--- config.mk ---
export PLATFORM = sky130hd
export DESIGN_NAME = sub_nbit_signed_serial
export DESIGN_NICKNAME = d
export VERILOG_FILES = /design/src/rtl/sub_nbit_signed_serial.sv
export SDC_FILE = /design/constraint.sdc
export NUM_CORES = 1
export LEC_CHECK = 0
export BUFFER_PORTS_ARGS = -buffer_cell sky130_fd_sc_hd__buf_2
export CAP_MARGIN = 20
export CORE_MARGIN = 2
export CORE_UTILIZATION = 27
export CTS_BUF_LIST = sky130_fd_sc_hd__clkbuf_4 sky130_fd_sc_hd__clkbuf_8 sky130_fd_sc_hd__clkbuf_16
export DETAILED_ROUTE_END_ITERATION = 6
export PLACE_DENSITY = 0.45
export SKIP_CTS_REPAIR_TIMING = 1
export SLEW_MARGIN = 20
export SYNTH_ARGS = -nofsm -noshare
export SYNTH_HDL_FRONTEND = slang
export SYNTH_SLANG_ARGS = --single-unit
--- constraint.sdc ---
create_clock -name clk -period 3 [get_ports clk]
set_clock_uncertainty 0.15 [all_clocks]
set_input_delay 0.75 -clock clk [delete_from_list [all_inputs] [get_ports clk]]
set_output_delay 0.75 -clock clk [all_outputs]
set_load 0.01 [all_outputs]
--- src/rtl/sub_nbit_signed_serial.sv ---
// Bit-serial signed subtractor: diff = A - B computed LSB first as A + ~B + 1,
// one bit per clock behind a start/busy/done handshake.
//
// state   | meaning
// S_IDLE  | waiting for start; operands captured on accept
// S_SHIFT | one full-adder bit step per cycle, W steps total
// S_DONE  | single-cycle completion, done high
module sub_nbit_signed_serial #(
    parameter int DATA_WIDTH = 9
) (
    input  logic                         clk,
    input  logic                         rst_n,
    input  logic                         start,
    input  logic signed [DATA_WIDTH:0]   A,
    input  logic signed [DATA_WIDTH:0]   B,
    output logic                         busy,
    output logic                         done,
    output logic signed [DATA_WIDTH+1:0] diff
);

    localparam int W  = DATA_WIDTH + 2;
    localparam int CW = $clog2(W);

    typedef enum logic [1:0] {S_IDLE, S_SHIFT, S_DONE} state_t;

    state_t         state;
    logic [W-1:0]   a_sr;
    logic [W-1:0]   nb_sr;
    logic [W-1:0]   res_sr;
    logic           carry;
    logic [CW-1:0]  cnt;
    logic           sum_bit;
    logic           carry_nxt;

    always_comb begin
        sum_bit   = a_sr[0] ^ nb_sr[0] ^ carry;
        carry_nxt = (a_sr[0] & nb_sr[0]) | (a_sr[0] & carry) | (nb_sr[0] & carry);
    end

    always_ff @(posedge clk or negedge rst_n) begin
        if (!rst_n) begin
            state  <= S_IDLE;
            a_sr   <= '0;
            nb_sr  <= '0;
            res_sr <= '0;
            carry  <= 1'b0;
            cnt    <= '0;
            busy   <= 1'b0;
            done   <= 1'b0;
            diff   <= '0;
        end else begin
            case (state)
                S_IDLE: begin
                    done <= 1'b0;
                    if (start) begin
                        // Carry-in of 1 plus inverted B turns the adder into A - B.
                        a_sr  <= {A[DATA_WIDTH], A};
                        nb_sr <= ~{B[DATA_WIDTH], B};
                        carry <= 1'b1;
                        cnt   <= '0;
                        busy  <= 1'b1;
                        state <= S_SHIFT;
                    end
                end
                S_SHIFT: begin
                    a_sr   <= {1'b0, a_sr[W-1:1]};
                    nb_sr  <= {1'b0, nb_sr[W-1:1]};
                    res_sr <= {sum_bit, res_sr[W-1:1]};
                    carry  <= carry_nxt;
                    cnt    <= cnt + 1'b1;
                    if (cnt == CW'(W - 1)) begin
                        diff  <= {sum_bit, res_sr[W-1:1]};
                        done  <= 1'b1;
                        busy  <= 1'b0;
                        state <= S_DONE;
                    end
                end
                S_DONE: begin
                    done  <= 1'b0;
                    state <= S_IDLE;
                end
                default: begin
                    busy  <= 1'b0;
                    done  <= 1'b0;
                    state <= S_IDLE;
                end
            endcase
        end
    end

endmodule
== Word level (Yosys, flattened, before mapping) ==
Index checks and enable logic that the tools add are counted.

* Register bits: 53
* Input bits: 23
* Output and inout port bits: 13
* Logic and storage cells: 45

* Add/subtract/negate cells: 1
* Equality and inequality tests: 5
* Multiplexer cells: 15
* Bitwise logic cells: 9
* Reduce and logical (&&, ||, !) cells: 6

{| class="wikitable"
|+ Operators with widths
! cell !! count
|-
| $pmux 11 s2 || 2
|-
| $mux 11 || 2
|-
| $not 11->11 || 1
|-
| $pmux 4 s2 || 1
|-
| $reduce_and 2->1 || 3
|-
| $add 4x1->4 const B || 1
|-
| $eq 4x4->1 const B || 1
|-
| $mux 1 || 4
|-
| $mux 2 || 2
|-
| $mux 4 || 1
|-
| $ne 2x2->1 const B || 2
|-
| $pmux 2 s2 || 1
|-
| $and 1x1->1 || 3
|-
| $pmux 1 s3 || 1
|-
| $reduce_and 3->1 || 1
|-
| $eq 2x1->1 const B || 1
|-
| $eq 2x2->1 const B || 1
|-
| $logic_not 2->1 || 1
|-
| $or 1x1->1 || 2
|-
| $pmux 1 s2 || 1
|-
| $reduce_bool 2->1 || 1
|-
| $xor 1x1->1 || 2
|-
| $not 1->1 || 1
|}

== Depth between registers and ports, before layout ==
Gate-level depths: netlist of the first run.

* Depth after elaboration: 4
* Depth in mapped cells: 6
* Mapped depth without buffers: 5

== Least setup slack after synthesis of the first run ==
OpenSTA, ideal clock, no wires.

* Path type: flip-flop to flip-flop
* Start point: register cnt[0]
* End point: register diff[0]
* Arrival time: 1.395 ns
* Required time: 2.725 ns
* Setup slack: 1.329 ns
* Stages on the path, launching flop included: 7
* Buffers on the path: 1
* Clock period less this slack: 1.671 ns
* Cell sequence: dfrtp_1 inv_1 ha_1 and3b_4 and2_4 buf_6 mux2_4

* Longest elaborated chain between the ends: 2

{| class="wikitable"
|+ Ends and longest elaborated chain
! what !! line !! text
|-
| start, declared || 31 || <nowiki>logic [CW-1:0] cnt;</nowiki>
|-
| start signal, assigned || 70 || <nowiki>cnt <= cnt + 1'b1;</nowiki>
|-
| $eq 4x4->1 || 71 || <nowiki>if (cnt == CW'(W - 1)) begin</nowiki>
|-
| $reduce_and 2->1 (no line) || -- ||
|-
| end signal, assigned || 72 || <nowiki>diff <= {sum_bit, res_sr[W-1:1]};</nowiki>
|-
| end, declared || 18 || <nowiki>output logic signed [DATA_WIDTH+1:0] diff</nowiki>
|}

Every way passes these cells.
A chain may end at the register's enable or synchronous reset.

== Worst setup path in the final report of the first run ==
* Start point: register state[1]
* End point: register diff[5]

* Longest elaborated chain between the ends: 2

{| class="wikitable"
|+ Ends and longest elaborated chain
! what !! line !! text
|-
| start, declared || 26 || <nowiki>state_t state;</nowiki>
|-
| start signal, assigned || 42 || <nowiki>state <= S_IDLE;</nowiki>
|-
| start signal, assigned || 62 || <nowiki>state <= S_SHIFT;</nowiki>
|-
| start signal, assigned || 75 || <nowiki>state <= S_DONE;</nowiki>
|-
| $eq 2x1->1 || 52 || <nowiki>case (state)</nowiki>
|-
| $reduce_and 2->1 (no line) || -- ||
|}

Every way passes these cells.

==> qor.yml, run 1 <==
run:
  drv_cap: 0
logic_synthesis:
  ys_seq_area_frac: 0.571
  synth_edf_count: 0
  ys_ff_latch: 52
  yosys_most_used_dff: "dfrtp_1"
  synth.cell_area_um2: 2280
  synth.distinct_cells: 30
  synth_nets: 232
  syn-instance-count: 206
  synthArstFlopShare: 1.00
  synth.avg_cell_area_um2: 11.1
  yosysWarnings: 0
die:
  fp.coreArea_um2: 8220
  start_util: 0.277
  io_pins: 36
  row_count: 33
  die_area_um2: 9190
  fp.dieW_um: 95.9
  die_h_um: 95.9
finish:
  multiInputGateArea_um2: 900
  synthToLayoutAreaGrowth_pct: 17.4
  diodes: 0
  fin_cells: 346
  regArea_um2: 1300
  layout-drive-gt1-share: 0.253
  fillers: 853
  layout.nets: 266
  design_area_um2: 2670
global_routing:
  grt_antenna_before_repair: 0
  grt_pass1_vias: 1542
  grt_max_degree: 31
  grt_first_pass_wirelength_um: 7920
  grt.total_usage: 0.111
  overflow: 0
cts:
  cts_tree: "yes"
  cts-root-buf: "clkbuf_8"
  cts_buffers: 5
  h-tree-depth: 2
  clkSinkCount: 52
  path_clk_slew_ns: 0.09
  clockBufferDepth: 2
  clk-insertion-delay-late_ns: 0.30
timing:
  period_needed_ns: 1.98
  report.final.slew_viol_count: 0
  setup_tns_ns: 0
  rsz0062_at_grt: "no"
  hold_viol_final: 0
  worst_pin_slew_ns: 0.620
  slew_headroom: 0.587
  timing.fmax_mhz: 504
  setup_viol: 0
  fin_crit_sh: 0.661
drt:
  viasPerCell: 4.67
  drt-initial-drc-count: 58
  drtAntennaViolNets: 0
  first_pass_iters: 4
  num_vias: 1617
  wl_um: 4780
  drc: 0
  wl_per_cell_um: 13.8
hold_path:
  hold_path_class: "in2async"
critical_path:
  cp-start-kind: "flip-flop"
  ff2ff_setup_slack_ns: 1.02
  worstSetupEndpoint: "diff[5]"
  required_ns: 3.03
  worstPathArrival_ns: 2.02
  critPathCaptureType: "flip-flop"
  reg2reg_from: "state[1]"
  worstSetupPathType: "reg2reg"
  crit_path_max_fanout: 12
  r2r-end: "diff[5]"
  reg2reg_depth: 3
  crit_start: "state[1]"
power:
  power.leakage_nw: 1.28
  power.density_nw_per_um2: 939
  power_mw: 2.51
  ir_drop_mv: 0.266
placement:
  place_congestion: 0.758
  numPortBuffers: 35
  dpl_cell_area_um2: 2580
  dp_cells: 338
  hpwlAfterDp_um: 3210
outcome:
  outcome: "finished clean"
==> how the worst min path moves through the flow <==
stage / slack, ns / end / from
final: 0.31 / diff[2] / rst_n
after global routing: 0.35 / cnt[2] / rst_n
after CTS: 0.32 / diff[2] / rst_n
after detailed placement: 0.32 / nb_sr[3] / nb_sr[3]
after global placement: 0.31 / nb_sr[4] / nb_sr[4]
after floorplan: 0.30 / a_sr[0] / rst_n
==> cell usage after synthesis (2+ instances only) <==
| master | number | share of area |
|---|---|---|
| a22oi_1 | 23 | 0.076 |
| a2bb2oi_1 | 11 | 0.042 |
| buf_2 | 5 | 0.011 |
| clkbuf_1 | 7 | 0.012 |
| dfrtp_1 | 52 | 0.57 |
| ha_1 | 2 | 0.011 |
| inv_1 | 3 | 0.0049 |
| mux2_1 | 2 | 0.0099 |
| mux2_4 | 9 | 0.059 |
| nand2_1 | 43 | 0.071 |
| nand2b_1 | 3 | 0.0082 |
| nor2_1 | 6 | 0.0099 |
| o21ai_0 | 17 | 0.037 |
| o21ai_1 | 7 | 0.015 |
==> logic make-up (layout without fill, tap and decap cells) <==
logic type,after synthesis,in the layout,synth area share
muxes,12,12,0.0741
AOI/OAI and AO/OA,65,65,0.194
adders and majority gates,3,3,0.0198
DFF,52,52,0.571
and+or+nand+nor,57,57,0.107
buffers and inverters,17,52,0.0340
==> through the flow <==
| step | util | worst slack (ns) | hold slack, ns |
|---|---|---|---|
| global route | 0.325 | 0.891 | 0.349 |
| global placement | 0.314 | 1.07 | 0.313 |
| CTS | 0.325 | 1.01 | 0.319 |
| floorplan | - | 1.33 | 0.296 |
| finish | 0.325 | 1.02 | 0.309 |
| detailed placement | 0.314 | 1.03 | 0.321 |
==> worst max-delay path, cell delays in order (launching register included) <==
cell     delay (ns)
dfrtp_1        0.51
and2b_1        0.49
and2_4         0.37
mux2_1         0.35
==> sequential cells by signal, indices dropped and copies added, names as in the netlist <==
register  flops
done          1
busy          1
a_sr         11
carry         1
res_sr       10
nb_sr        11
cnt           4
state         2
diff         11
==> report_power, final <==
part	internal, mW	switching, mW	total, mW
combinational	0.423	0.446	0.869
sequential	0.996	0.222	1.22
clock	0.207	0.216	0.423
total	1.63	0.885	2.51
==> routing by layer <==
| layer | track usage | routed length [µm] | part of all wire |
|---|---|---|---|
| met5 | 0 | 0 | 0 |
| met4 | 0.0250 | 15 | 0.0031 |
| met3 | 0.0298 | 203 | 0.042 |
| met2 | 0.160 | 2060 | 0.43 |
| met1 | 0.166 | 2500 | 0.52 |
==> cell usage in the layout, fill, tap and decap left out, drive strengths merged, types with 2 or more instances in the layout <==
master and n:
a22oi 23, o21ai 24, buf 41, ha 2, mux2 12, dfrtp 52, clkbuf 8, nor2 6
a2bb2oi 11, nand2 43, nand2b 3, inv 3
==> area by class of cell <==
class | count | share of cell area
tap | 105 | 0.0491
clock buffer | 8 | 0.0365
timing repair buffer | 41 | 0.0870
inverter | 3 | 0.00421
multi-input combinational | 137 | 0.336
sequential | 52 | 0.487
No activity file was read; power rests on OpenSTA's default activity.
==> run 2, diff against run 1 <==
--- a/config.mk
+++ b/config.mk
@@ -11,7 +11,7 @@
 export CORE_UTILIZATION = 27
 export CTS_BUF_LIST = sky130_fd_sc_hd__clkbuf_4 sky130_fd_sc_hd__clkbuf_8 sky130_fd_sc_hd__clkbuf_16
 export DETAILED_ROUTE_END_ITERATION = 6
-export PLACE_DENSITY = 0.45
+export PLACE_DENSITY = 0.47
 export SKIP_CTS_REPAIR_TIMING = 1
 export SLEW_MARGIN = 20
 export SYNTH_ARGS = -nofsm -noshare
==> constraint.sdc (replaced) <==
create_clock -name clk -period 1.6 [get_ports clk]
set_clock_uncertainty 0.15 [all_clocks]
set_input_delay 0.4 -clock clk [delete_from_list [all_inputs] [get_ports clk]]
set_output_delay 0.4 -clock clk [all_outputs]
set_load 0.01 [all_outputs]
==> run 2 against run 1 <==
  * The flow now finishes with violations (negative setup slack)
  * Sequential cell count unchanged
  * Sequential power increased by 83%
  * Non-clock buffer count increased by 15
  * Via count increased by 6.2%
  * Total power increased by 100%
  * Core utilization increased by 2.3 points
  * Maximum frequency increased by 24%
  * Clock power increased by 140%
  * Global-route usage increased by 1.1 points
==> qor.yml, run 2 (same netlist as run 1, synthesis figures left out) <==
critical_path:
  worstSetupEndpoint: "diff[9]"
  crit_start: "cnt[0]"
  r2r-end: "diff[9]"
  crit_path_max_fanout: 6  # -6
  cp-start-kind: "flip-flop"
  worstSetupPathType: "reg2reg"
  worstPathArrival_ns: 1.65  # -0.37 ns
  required_ns: 1.64  # -1.39 ns
  critPathCaptureType: "flip-flop"
  ff2ff_setup_slack_ns: -0.004  # -1.02 ns
  reg2reg_from: "cnt[0]"
  reg2reg_depth: 5  # +2
timing:
  layout_setup_ws_ns: -0.00390  # -1.02 ns
  hold_viol_final: 0  # unchanged
  report.final.slew_viol_count: 0  # unchanged
  setup_viol: 4  # +4
  whs_ns: 0.224  # -0.0846 ns
  slew_headroom: 0.741  # +0.154
  timing.fmax_mhz: 623  # +24%
  period_needed_ns: 1.60  # -0.379 ns
  fin_crit_sh: 1.00  # +0.341
  worst_pin_slew_ns: 0.388  # -0.231 ns
  rsz0062_at_grt: "yes"
cts:
  clk-insertion-delay-late_ns: 0.30  # about the same
  clkSinkCount: 52  # unchanged
  path_clk_slew_ns: 0.10  # about the same
  cts_tree: "yes"
  h-tree-depth: 2  # unchanged
  clockBufferDepth: 2  # unchanged
  cts-root-buf: "clkbuf_8"
  cts_buffers: 5  # unchanged
global_routing:
  grt_max_degree: 24  # -23%
  grt_first_pass_wirelength_um: 8710  # +10%
  grt.total_usage: 0.122  # +0.0106
  overflow: 0  # unchanged
  grt_pass1_vias: 1737  # +13%
  grt_antenna_before_repair: 0  # unchanged
placement:
  dpl_cell_area_um2: 2700  # +4.8%
  hpwlAfterDp_um: 3490  # +8.7%
  numPortBuffers: 35  # unchanged
  place_congestion: 0.703  # -7.2%
finish:
  design_area_um2: 2860  # +7.0%
  layout-drive-gt1-share: 0.307  # +0.0543
  fillers: 858  # +0.59%
  reg.largest.list: "a_sr: 11 flops, diff: 11 flops, nb_sr: 11 flops"
  diodes: 0  # unchanged
  final_cell_mix: "dfrtp_1 (52), nand2_1 (43), buf_2 (35)"
  synthToLayoutAreaGrowth_pct: 25.6
  regArea_um2: 1300  # unchanged
  layout.nets: 282  # +6.0%
  final_common_cell: "dfrtp_1"
  multiInputGateArea_um2: 918  # +2.1%
die:
  fp.coreArea_um2: 8220  # unchanged
  io_pins: 36  # unchanged
  fp.dieW_um: 95.9  # unchanged
  start_util: 0.277  # unchanged
  row_count: 33  # unchanged
  die_h_um: 95.9  # unchanged
  die_area_um2: 9190  # unchanged
power:
  power.leakage_nw: 1.38  # +7.8%
  power.density_nw_per_um2: 1800  # +91%
  ir_drop_mv: 0.550  # +110%
drt:
  viasPerCell: 4.74  # +1.5%
  drc: 0  # unchanged
  wl_um: 5140  # +7.5%
  num_vias: 1717  # +6.2%
  wl_per_cell_um: 14.2  # +2.7%
  drt-initial-drc-count: 76  # +31%
  first_pass_iters: 4  # unchanged
  drtAntennaViolNets: 0  # unchanged
run:
  drv_cap: 0  # unchanged
outcome:
  outcome: "finished with violations"
  violations: "negative setup slack"
hold_path:
  hold_path_class: "in2reg"
-- run 2: cell types whose count changed in the layout (fill, tap and decap cells not counted), sizes merged --
cell,previous run,this run
dlygate4sd3,0,1
bufinv,0,1
and2,1,2
buf,41,55
clkbuf,8,7
-- run 2: worst min-delay path by stage --
stage,depth (start not counted),start,slack (ns),endpoint
2_1_floorplan,0,rst_n,-0.05,a_sr[0]
3_3_place_gp,1,rst_n,0.19,diff[1]
3_5_place_dp,1,rst_n,0.19,diff[2]
4_1_cts,1,rst_n,-0.14,diff[5]
5_1_grt,3,A[6],0.24,a_sr[6]
6_report,3,A[7],0.22,a_sr[7]
-- run 2: layout make-up --
cell class              instances  share of cell area
clock buffers                   7              0.0337
clock inverters                 1              0.0105
inverters                       3             0.00394
multi-input cells             138               0.321
flip-flops and latches         52               0.455
well taps                     105              0.0459
repair buffers                 56               0.130
-- run 2: critical path: stages, from the launching register on --
cell and delay, ns:
dfrtp_1 0.39, inv_1 0.06, ha_1 0.14, and3b_4 0.21, and2_4 0.23, mux2_4 0.31
-- run 2: metal layers --
layer,global-route usage,vias to the layer above,share of wire
li1,-,827,-
met1,0.163,855,0.49
met2,0.200,33,0.46
met3,0.0298,2,0.040
met4,0.0262,0,0.0027
met5,0,-,0
-- run 2: through the flow --
stage | std cells | TNS (ns) | util | worst slack, ns | total power [mW]
after floorplan | 206 | -0.636 | - | -0.0706 | 3.41
after global placement | 351 | -0.168 | 0.328 | -0.0346 | 4.07
after detailed placement | 351 | -0.622 | 0.328 | -0.0832 | 4.14
after CTS | 359 | -0.809 | 0.344 | -0.100 | 5.14
after global routing | 362 | -0.779 | 0.348 | -0.0825 | 5.56
final | 362 | -0.00708 | 0.348 | -0.00390 | 5.14
-- run 2: report_power, final --
group / internal, mW / switching [mW]
Combinational: 0.967 / 0.940
Sequential: 1.87 / 0.365
Clock: 0.553 / 0.448
Total: 3.39 / 1.75
